File: src/rtl/bgr_ctrl_pkg.sv
// Shared types and default timing for the bandgap start-up sequencer.
// Also provides counter sizing helpers so every counter saturates instead of wrapping.
package bgr_ctrl_pkg;

  typedef enum logic [2:0] {
    IDLE,
    KICK,
    SETTLE,
    CHECK,
    READY,
    FAULT
  } bgr_state_t;

  localparam int unsigned KICK_CYCLES_DEF    = 16;
  localparam int unsigned SETTLE_CYCLES_DEF  = 256;
  localparam int unsigned DEBOUNCE_DEF       = 8;
  localparam int unsigned TIMEOUT_CYCLES_DEF = 1024;
  localparam int unsigned MAX_RETRIES_DEF    = 3;

  // Bits needed to hold 0..maxval, never less than one.
  function automatic int unsigned cnt_width(input int unsigned maxval);
    int unsigned w;
    w = $clog2(maxval + 1);
    return (w == 0) ? 1 : w;
  endfunction

  function automatic int unsigned max3(input int unsigned a, input int unsigned b,
                                       input int unsigned c);
    int unsigned m;
    m = (a > b) ? a : b;
    return (m > c) ? m : c;
  endfunction

endpackage

File: src/rtl/bgr_sync2.sv
// Two-flop synchronizer for the asynchronous comparator verdict.
module bgr_sync2 (
  input  logic clk,
  input  logic rst,
  input  logic d_i,
  output logic q_o
);

  logic meta_q;
  logic sync_q;

  always_ff @(posedge clk or posedge rst) begin
    if (rst) begin
      meta_q <= 1'b0;
      sync_q <= 1'b0;
    end else begin
      meta_q <= d_i;
      sync_q <= meta_q;
    end
  end

  assign q_o = sync_q;

endmodule

File: src/rtl/bgr_startup_ctrl.sv
// Bandgap start-up sequencer: kicks the core via porst, waits, debounces vbg_ok,
// retries a bounded number of times and re-kicks if the reference drops while ready.
module bgr_startup_ctrl
  import bgr_ctrl_pkg::*;
#(
  parameter int unsigned KICK_CYCLES    = KICK_CYCLES_DEF,
  parameter int unsigned SETTLE_CYCLES  = SETTLE_CYCLES_DEF,
  parameter int unsigned DEBOUNCE       = DEBOUNCE_DEF,
  parameter int unsigned TIMEOUT_CYCLES = TIMEOUT_CYCLES_DEF,
  parameter int unsigned MAX_RETRIES    = MAX_RETRIES_DEF,
  localparam int unsigned RW            = cnt_width(MAX_RETRIES)
) (
  input  logic          clk,
  input  logic          rst,
  input  logic          en,
  input  logic          restart,
  input  logic          vbg_ok_async,
  output logic          porst,
  output logic          bgr_ready,
  output logic          bgr_fault,
  output logic [RW-1:0] retry_cnt
);

  localparam int unsigned TW = cnt_width(max3(KICK_CYCLES, SETTLE_CYCLES, TIMEOUT_CYCLES));
  localparam int unsigned DW = cnt_width(DEBOUNCE);

  localparam logic [TW-1:0] KICK_LOAD    = TW'(KICK_CYCLES - 1);
  localparam logic [TW-1:0] SETTLE_LOAD  = TW'(SETTLE_CYCLES - 1);
  localparam logic [TW-1:0] TIMEOUT_LOAD = TW'(TIMEOUT_CYCLES - 1);
  localparam logic [DW-1:0] DBC_LAST     = DW'(DEBOUNCE - 1);
  localparam logic [RW-1:0] RETRY_MAX    = RW'(MAX_RETRIES);

  bgr_state_t    state_q, state_d;
  logic [TW-1:0] timer_q, timer_d;
  logic [DW-1:0] dbc_q, dbc_d;
  logic [RW-1:0] retry_q, retry_d;
  logic          porst_q, ready_q, fault_q;
  logic          enter;
  logic          ok_s;

  bgr_sync2 u_sync (
    .clk (clk),
    .rst (rst),
    .d_i (vbg_ok_async),
    .q_o (ok_s)
  );

  always_comb begin
    state_d = state_q;
    retry_d = retry_q;
    dbc_d   = dbc_q;
    enter   = 1'b0;
    timer_d = (timer_q != '0) ? timer_q - TW'(1) : timer_q;

    if (!en) begin
      enter   = (state_q != IDLE);
      state_d = IDLE;
      retry_d = '0;
    end else if (restart && state_q != IDLE) begin
      enter   = 1'b1;
      state_d = KICK;
      retry_d = '0;
    end else begin
      case (state_q)
        IDLE: begin
          enter   = 1'b1;
          state_d = KICK;
        end
        KICK: begin
          if (timer_q == '0) begin
            enter   = 1'b1;
            state_d = SETTLE;
          end
        end
        SETTLE: begin
          if (timer_q == '0) begin
            enter   = 1'b1;
            state_d = CHECK;
          end
        end
        CHECK: begin
          // The current sample counts, so the DEBOUNCE-th good cycle moves to READY directly;
          // a debounce success on the timeout cycle takes precedence.
          if (ok_s) begin
            if (dbc_q == DBC_LAST) begin
              enter   = 1'b1;
              state_d = READY;
            end else begin
              dbc_d = dbc_q + DW'(1);
            end
          end else begin
            dbc_d = '0;
          end
          if (!enter && timer_q == '0) begin
            enter = 1'b1;
            if (retry_q == RETRY_MAX) begin
              state_d = FAULT;
            end else begin
              state_d = KICK;
              retry_d = retry_q + RW'(1);
            end
          end
        end
        READY: begin
          if (!ok_s) begin
            if (dbc_q == DBC_LAST) begin
              enter   = 1'b1;
              state_d = KICK;
              retry_d = '0;
            end else begin
              dbc_d = dbc_q + DW'(1);
            end
          end else begin
            dbc_d = '0;
          end
        end
        FAULT: begin
        end
        default: begin
          enter   = 1'b1;
          state_d = IDLE;
        end
      endcase
    end

    if (enter) begin
      dbc_d = '0;
      case (state_d)
        KICK:    timer_d = KICK_LOAD;
        SETTLE:  timer_d = SETTLE_LOAD;
        CHECK:   timer_d = TIMEOUT_LOAD;
        default: timer_d = '0;
      endcase
    end
  end

  // Outputs decode the next state so they change with, not after, the state flop.
  always_ff @(posedge clk or posedge rst) begin
    if (rst) begin
      state_q <= IDLE;
      timer_q <= '0;
      dbc_q   <= '0;
      retry_q <= '0;
      porst_q <= 1'b0;
      ready_q <= 1'b0;
      fault_q <= 1'b0;
    end else begin
      state_q <= state_d;
      timer_q <= timer_d;
      dbc_q   <= dbc_d;
      retry_q <= retry_d;
      porst_q <= (state_d == KICK);
      ready_q <= (state_d == READY);
      fault_q <= (state_d == FAULT);
    end
  end

  assign porst     = porst_q;
  assign bgr_ready = ready_q;
  assign bgr_fault = fault_q;
  assign retry_cnt = retry_q;

endmodule
File: config.mk
export PLATFORM = sky130hd
export DESIGN_NAME = bgr_startup_ctrl
export DESIGN_NICKNAME = d
export VERILOG_FILES = /design/src/rtl/bgr_ctrl_pkg.sv /design/src/rtl/bgr_sync2.sv /design/src/rtl/bgr_startup_ctrl.sv
export SDC_FILE = /design/constraint.sdc
export NUM_CORES = 1
export LEC_CHECK = 0
export ABC_AREA = 1
export CAP_MARGIN = 20
export CORE_UTILIZATION = 35
export CTS_BUF_LIST = sky130_fd_sc_hd__clkbuf_8
export DETAILED_ROUTE_END_ITERATION = 10
export PLACE_DENSITY = 0.5
export RECOVER_POWER = 50
export SLEW_MARGIN = 10
export SYNTH_ARGS = -nofsm -noshare
export SYNTH_HDL_FRONTEND = slang
export SYNTH_HIERARCHICAL = 1
export SYNTH_SLANG_ARGS = --single-unit
File: constraint.sdc
create_clock -name clk -period 2.5 [get_ports clk]
set_input_delay 0.625 -clock clk [delete_from_list [all_inputs] [get_ports clk]]
set_output_delay 0.625 -clock clk [all_outputs]
set_load 0.01 [all_outputs]
-- Word-level counts from Yosys, hierarchy flattened
Cells that the tools add are included.
- register bits: 25
- word-level logic and storage cells: 82
- mux-type cells: 39
- equality and inequality tests: 18
- reduce and logical (&&, ||, !) cells: 13
- add/sub/neg operators: 3
- operators by type and width (cell ; number):
    2-to-1 mux 3 bit ; 10
    one-hot mux 10 bit (3 select lines) ; 1
    2-to-1 mux 4 bit ; 6
    2-to-1 mux 11 bit ; 2
    one-hot mux 3 bit (6 select lines) ; 1
    != test 4 bit, second input constant ; 4
    == test 3 x 2 -> 1 bit, second input constant ; 4
    == test 3 bit, second input constant ; 4
    2-to-1 mux 2 bit ; 6
    zero test 11 bit ; 1
    nonzero test 11 bit ; 1
    subtractor 11 x 1 -> 11 bit, second input constant ; 1
    2-to-1 mux 1 bit ; 10
    one-hot mux 4 bit (2 select lines) ; 1
    == test 3 x 1 -> 1 bit, second input constant ; 2
    nonzero test 3 bit ; 2
    AND reduction 5 bit ; 1
    adder 4 x 1 -> 4 bit, second input constant ; 1
    == test 4 x 3 -> 1 bit, second input constant ; 1
    != test 4 x 1 -> 1 bit, second input constant ; 1
    one-hot mux 1 bit (4 select lines) ; 1
    one-hot mux 2 bit (2 select lines) ; 1
    nonzero test 2 bit ; 2
    zero test 3 bit ; 1
    7 further kinds ; 8

-- Logic depth before layout (Yosys ltp)
Gate-level depths: netlist (run 1).
- word-level depth: 15
- depth in mapped cells: 14

-- Cells and area by module
Netlist (run 1), hierarchy kept.
- by module, submodules not included (module ; sequential area each (sq um) ; instances ; cells an instance ; area an instance (sq um)):
    bgr_startup_ctrl ; 575.6 ; 1 ; 203 ; 1496.4
    bgr_sync2 ; 50.0 ; 1 ; 3 ; 53.8

-- Worst setup path before layout (run 1)
OpenSTA, ideal clock, no wires.
- path type: flip-flop to flip-flop
- start point: register timer_q[0]
- end point: register timer_q[2]
- slack: 708 ps
- stages on the path, launching flop included: 15
- data arrival time: 1679 ps
- clock period less this slack: 1792 ps
- cell sequence: dfrtp_1 -> inv_1 -> ha_1 -> nand2_1 -> nor2_1 -> nand3_4 -> nand2_1 -> nand2_1 -> nand2_1 -> nand2_2 -> buf_6 -> o21ai_0 -> nand3_1 -> nand2_1 -> inv_1
- longest elaborated chain between the ends: 9
- elaborated cells between the ends (all ways): 22
- those cells by class: 1 x add/sub; 3 x eq/ne; 14 x mux; 4 x reduce/logical
- ends and longest elaborated chain (element ; RTL line ; text):
    from (decl) ; bgr_startup_ctrl.sv:34 ; logic [TW-1:0] timer_q, timer_d;
    from (signal assigned) ; bgr_startup_ctrl.sv:149 ; timer_q <= timer_d;
    zero test 11 bit ; bgr_startup_ctrl.sv:70, bgr_startup_ctrl.sv:76, bgr_startup_ctrl.sv:94 ;
    logical AND 1 bit ; bgr_startup_ctrl.sv:94 ; if (!enter && timer_q == '0) begin
    2-to-1 mux 3 bit ; bgr_startup_ctrl.sv:94 ;
    one-hot mux 3 bit (6 select lines) ; bgr_startup_ctrl.sv:64 ; case (state_q)
    2-to-1 mux 3 bit ; bgr_startup_ctrl.sv:59 ; end else if (restart && state_q != IDLE) begin
    2-to-1 mux 3 bit ; bgr_startup_ctrl.sv:55 ; if (!en) begin
    == test 3 x 2 -> 1 bit / == test 3 x 1 -> 1 bit (equally long branches) ; bgr_startup_ctrl.sv:128 ; case (state_d)
    one-hot mux 10 bit (3 select lines) ; bgr_startup_ctrl.sv:128 ;
    2-to-1 mux 11 bit ; bgr_startup_ctrl.sv:126 ; if (enter) begin
Parallel ways exist; a longest one is shown, timed or not. The select of a mux whose other input is x is not followed.
A chain may end at the register's enable or synchronous reset.

-- Worst setup path in the final report (run 1)
- start point: register timer_q[0]
- end point: register timer_q[5]
Same word-level chain as after synthesis.

==> out/qor.txt, run 1 <==
Compound-Gate Fraction of Synth Area = 10.7%
DR vias/cell = 4.78
RSZ-0062 raised after global routing = false
count of final hold-check violations = 0
mux share of post-synthesis cell area = 0%
Final nets = 229
most frequent cells in the layout = nand2_1, inv_1, dfrtp_1, nor2_1, nand3_1
Final ANT Viol Nets = 0
largest area contributor in the synthesized netlist = dfrtp_1
most common cell after layout, fill and taps aside = nand2_1
CTS tree = done
hold buffers post-CTS = 0
Synth Instances = 206
area grow syn2layout = 13.0%
Final Non-Filler Cells = 270
final setup fails = 0
H-tree Lvls = 1
Syn Std Cell Area = 1550 um2
Root Buffer = clkbuf_8
Overflow after GRT = 0
number of global-route vias before repair = 1284
Hold WC Path Type = flop to flop
critical path endpoint category = flop
post-CTS sizing = 0
Leak = 0.909 nW
fin util = 42.6%
Seq/Total Area, Yosys = 40.4%
worst skew pair latency = 280 ps
Final Max Tran Viols = 0
DRC Markers = 0
Simple-Gate Fraction of Synth Area = 33.7%
n_diodes = 0
pwr dens = 922 nW/um2
drt wl/cell = 12.2 um
height of the chip = 68.6 um
Syn Area/Cell = 7.53 um2
post-synthesis cell type count = 32
postcts setup bufs = 0
GRT Total Usage = 16.7%
CTS Sinks = 25
fmax = 464 MHz
Ys Warns = 6
Syn Nets = 214
total core area = 4120 um2
Inst Count DP = 266
critical path class = flop to flop
post-synthesis xor/xnor area fraction = 2.82%
CP Data Required Time = 2690 ps
Crit path arrival time = 2350 ps
first-pass GRT wire length = 5.78 mm
setup TNS = 0 ps
dpl ws = 272 ps
DR vias = 1291
Final Wtd Congestion = 0.814
Worst-Margin Slew = 1220 ps
share of cells above drive strength 1 = 10.9%
Worst Path Max Fanout = 11
# rows = 23
relative slew slack = 18.7%
antenna violations before repair = 0
top cell type's share of synthesized area = 40.4%
Clk pin slew, worst setup/hold paths = 100 ps
worst setup margin = 345 ps
Num CTS Buffers = 3
type of origin of the critical path = flop
maximum clock path buffer count = 2
die width = 68.6 um
Total Wirelength = 3.30 mm
largest net degree at the start of global routing = 24
Final period util = 86.2%
Ports = 10
Min Clock Period, post-route = 2150 ps
Fin Hold WS = 358 ps
final HPWL from detailed placement = 2.54 mm
max cap viols = 0
Pre-Repair DR Iteration Count = 4
Max VDD drop = 0.393 mV
IO Port Bufs = 9
main combinational cell family by area after synthesis = simple AND/OR/NAND/NOR gates
dpl cell area = 1710 um2
effective utilization at floorplan = 37.7%
Total Power = 1.62 mW
First DRT Iteration DRCs = 31
Worst Skew = 2.48 ps
status = finished, final reports clean
design area = 1750 um2
Adder-Cell Fraction of Synth Area = 2.42%
full die area = 4700 um2
#FFs+latches synth = 25
ranking of synthesized cells by area = dfrtp_1, nand2_1, inv_1
power breakdown:
group	switching (mW)	internal [mW]	leakage, nW
logic	0.518	0.272	0.555
clock network	0.142	0.113	0.0217
registers	0.0696	0.500	0.332
total	0.730	0.885	0.909
cell families after synthesis:
group | after synthesis
adder cells (fa/ha/maj) | 3
XOR/XNOR | 5
buffers and inverters | 38
flip-flops | 25
AO/OA/AOI/OAI | 29
AND/OR/NAND/NOR | 106
routing by layer:
metal | global-route usage, % | vias to the layer above | share of wire [%] | wire length, um
met5 | 0 | - | 0 | 0
met4 | 7.29 | 0 | 1.7 | 55
met3 | 2.30 | 5 | 2.3 | 77
met2 | 26.3 | 21 | 44 | 1450
met1 | 22.9 | 584 | 52 | 1720
li1 | - | 681 | - | -
synth_stat cells, drive strengths merged:
library cell	n
o21ai	10
dfrtp	25
nand3	20
o21a	2
o211ai	2
inv	36
clkinv	1
a22oi	2
nand4	1
a21boi	1
nor3	3
a21oi	10
nor2	30
a31oi	1
nor3b	1
ha	3
nand2	49
xor2	5
o31ai	1
nand3b	2
buf	1
layout make-up:
type,count,area [um2]
flip-flops and latches,25,626
fillers,424,2360
repair buffers,11,101
inverters,37,144
multi-input cells,143,769
well taps,50,62.6
clock buffers,3,41.3
clock inverters,1,7.51
worst max-delay path, cell delays in order, from the launching register on:
cell     delay [ps]
dfrtp_1         370
inv_1           130
ha_1            220
nand2_1          80
nor2_1          260
nand3_4         180
nand2_1         100
nand2_1          50
nand2_1          70
nand2_2         150
inv_6           160
nand2_4          90
a21oi_1         190
state kept, by name, summed over array words and instances (netlist names):
| name | count |
|---|---|
| bgr_fault | 1 |
| timer_q | 11 |
| dbc_q | 4 |
| bgr_ready | 1 |
| u_sync/q_o | 1 |
| state_q | 3 |
| retry_cnt | 2 |
| u_sync/meta_q | 1 |
| porst | 1 |
final timing paths:
path                           endpoint  cells after the start          start  slack, ps
max                          timer_q[5]                     12     timer_q[0]        350
min                          u_sync/q_o                      0  u_sync/meta_q        360
max reg2reg                  timer_q[5]                     12     timer_q[0]        350
min reg2reg                  u_sync/q_o                      0  u_sync/meta_q        360
max in group asynchronous  retry_cnt[1]                      3            rst        580
min in group asynchronous    u_sync/q_o                      2            rst        660
Power figures use the tool's default switching activity.
==> run 2, diff against run 1 <==
SLEW_MARGIN = unset   (was 10)
==> results of run 2 <==
Final layout, timing and power as in run 1 (identical DEF).
==> run 3, diff against run 2 <==
--- a/config.mk
+++ b/config.mk
@@ -11,2 +11,3 @@
 export CTS_BUF_LIST = sky130_fd_sc_hd__clkbuf_8
+export CTS_CLUSTER_SIZE = 40
 export DETAILED_ROUTE_END_ITERATION = 10
==> constraint.sdc (replaced) <==
create_clock -name clk -period 2.5 [get_ports clk]
set_input_delay 0.5 -clock clk [delete_from_list [all_inputs] [get_ports clk]]
set_output_delay 0.5 -clock clk [all_outputs]
set_load 0.01 [all_outputs]
==> run 3 against run 2 <==
Core utilization unchanged. Combinational power hardly changed. Sequential cell count unchanged. Clock skew rose by 6.7 ps. Clock power barely moved. Routed wire length is 0.64% lower. Via count grew 1.4%. Power shrank 0.18%. Sequential power hardly changed. Non-clock buffer count is the same. Critical path type unchanged. Critical endpoint is now timer_q[2]. Largest cell class unchanged. Largest power group unchanged. Highest routed layer unchanged.
==> out/qor.txt, run 3 (synthesis gave the netlist of run 1 again) <==
max FFs per register = 11 (unchanged)
Hold WC Path Type = flop to flop
Worst-Margin Slew = 621 ps (-599 ps)
Final ANT Viol Nets = 0 (unchanged)
postcts setup bufs = 0 (unchanged)
Clk pin slew, worst setup/hold paths = 100 ps (about the same)
final setup fails = 0 (unchanged)
type of origin of the critical path = flop
Max VDD drop = 0.479 mV (+22%)
final HPWL from detailed placement = 2.65 mm (+4.4%)
total core area = 4120 um2 (unchanged)
CP Data Required Time = 2720 ps (+30 ps)
Leak = 0.909 nW (unchanged)
DR vias = 1309 (+1.4%)
maximum clock path buffer count = 2 (unchanged)
Final Wtd Congestion = 0.805 (-1.1%)
Min Clock Period, post-route = 2200 ps (+44.2 ps)
Root Buffer = clkbuf_8
flop2flop setup slack = 300 ps (-40 ps)
Worst Skew = 9.18 ps (+6.70 ps)
RSZ-0062 raised after global routing = false
antenna violations before repair = 0 (unchanged)
critical path endpoint category = flop
worst skew pair latency = 280 ps (about the same)
Worst Path Max Fanout = 11 (unchanged)
n_diodes = 0 (unchanged)
Final Non-Filler Cells = 270 (unchanged)
Inst Count DP = 266 (unchanged)
DRC Markers = 0 (unchanged)
die width = 68.6 um (unchanged)
H-tree Lvls = 1 (unchanged)
First DRT Iteration DRCs = 27 (-13%)
status = finished, final reports clean
most frequent cells in the layout = nand2_1, inv_1, dfrtp_1, nor2_1, nand3_1
max cap viols = 0 (unchanged)
Final nets = 229 (unchanged)
Final period util = 88.0% (+1.8 points)
fmax = 455 MHz (-2.0%)
GRT Total Usage = 17.1% (+0.38 points)
largest net degree at the start of global routing = 16 (-33%)
full die area = 4700 um2 (unchanged)
Final Max Tran Viols = 0 (unchanged)
Total Wirelength = 3.28 mm (-0.64%)
drt wl/cell = 12.1 um (-0.64%)
relative slew slack = 58.6% (+40 points)
hold buffers post-CTS = 0 (unchanged)
CTS tree = done
IO Port Bufs = 9 (unchanged)
DR vias/cell = 4.85 (+1.4%)
first-pass GRT wire length = 5.87 mm (+1.4%)
# rows = 23 (unchanged)
post-CTS sizing = 0 (unchanged)
critical path class = flop to flop
setup TNS = 0 ps (unchanged)
share of cells above drive strength 1 = 10.9% (unchanged)
height of the chip = 68.6 um (unchanged)
Largest regs = timer_q x11, dbc_q x4, state_q x3
Overflow after GRT = 0 (unchanged)
Ports = 10 (unchanged)
count of final hold-check violations = 0 (unchanged)
number of global-route vias before repair = 1285 (+0.078%)
Num CTS Buffers = 3 (unchanged)
area grow syn2layout = 13.0% (unchanged)
effective utilization at floorplan = 37.7% (unchanged)
Crit path arrival time = 2420 ps (+70 ps)
CTS Sinks = 25 (unchanged)
Pre-Repair DR Iteration Count = 5 (+1)
most common cell after layout, fill and taps aside = nand2_1
pwr dens = 920 nW/um2 (-0.18%)
Biggest register = timer_q
run 3: cell counts in the layout (fill, tap and decap cells not counted):
No cell type changed its count.
run 3: area by class of cell:
class / instances / area, um2
multi-input cells: 143 / 769
well taps: 50 / 62.6
clock buffers: 3 / 41.3
repair buffers: 11 / 101
clock inverters: 1 / 7.51
inverters: 37 / 144
fillers: 420 / 2360
flip-flops and latches: 25 / 626
run 3: per-stage QoR:
| stage | cell area, um2 | setup WS (ps) | total power, mW | hold slack, ps | util [%] |
|---|---|---|---|---|---|
| after global placement | 1710 | 413 | 1.36 | 337 | 41.5 |
| after floorplan | 1550 | 708 | 1.19 | 241 | - |
| final | 1750 | 301 | 1.61 | 357 | 42.6 |
| after detailed placement | 1710 | 337 | 1.37 | 335 | 41.5 |
| after global routing | 1750 | 72.5 | 1.77 | 384 | 42.6 |
| after CTS | 1760 | 302 | 1.62 | 357 | 42.7 |
run 3: critical path, cell delays in order, from the launching register on:
cell and delay [ps]:
dfrtp_1 380, inv_1 120, ha_1 210, nand2_1 80
nor2_1 270, nand3_4 180, nand2_1 110, nand2_1 60
nand2_1 80, nand2_2 160, inv_6 170, nand3_2 120
nand3_1 90, nand2_1 50, inv_1 50
run 3: worst paths after layout:
kind	startpoint	end	cells past startpoint
max	timer_q[0]	timer_q[2]	14
min	u_sync/meta_q	u_sync/q_o	0
max reg2reg	timer_q[0]	timer_q[2]	14
min reg2reg	u_sync/meta_q	u_sync/q_o	0
max in group asynchronous	rst	timer_q[5]	3
min in group asynchronous	rst	u_sync/q_o	2
run 3: layer usage:
metal	wire length (um)	GRT usage [%]
met4	82	7.81
met3	86	2.30
met1	1680	23.8
met5	0	0
met2	1430	26.3
run 3: report_power, final:
part,total [mW],internal [mW],switching (mW)
Sequential,0.570,0.500,0.0702
Clock,0.252,0.113,0.138
Combinational,0.790,0.272,0.518
Total,1.61,0.885,0.727
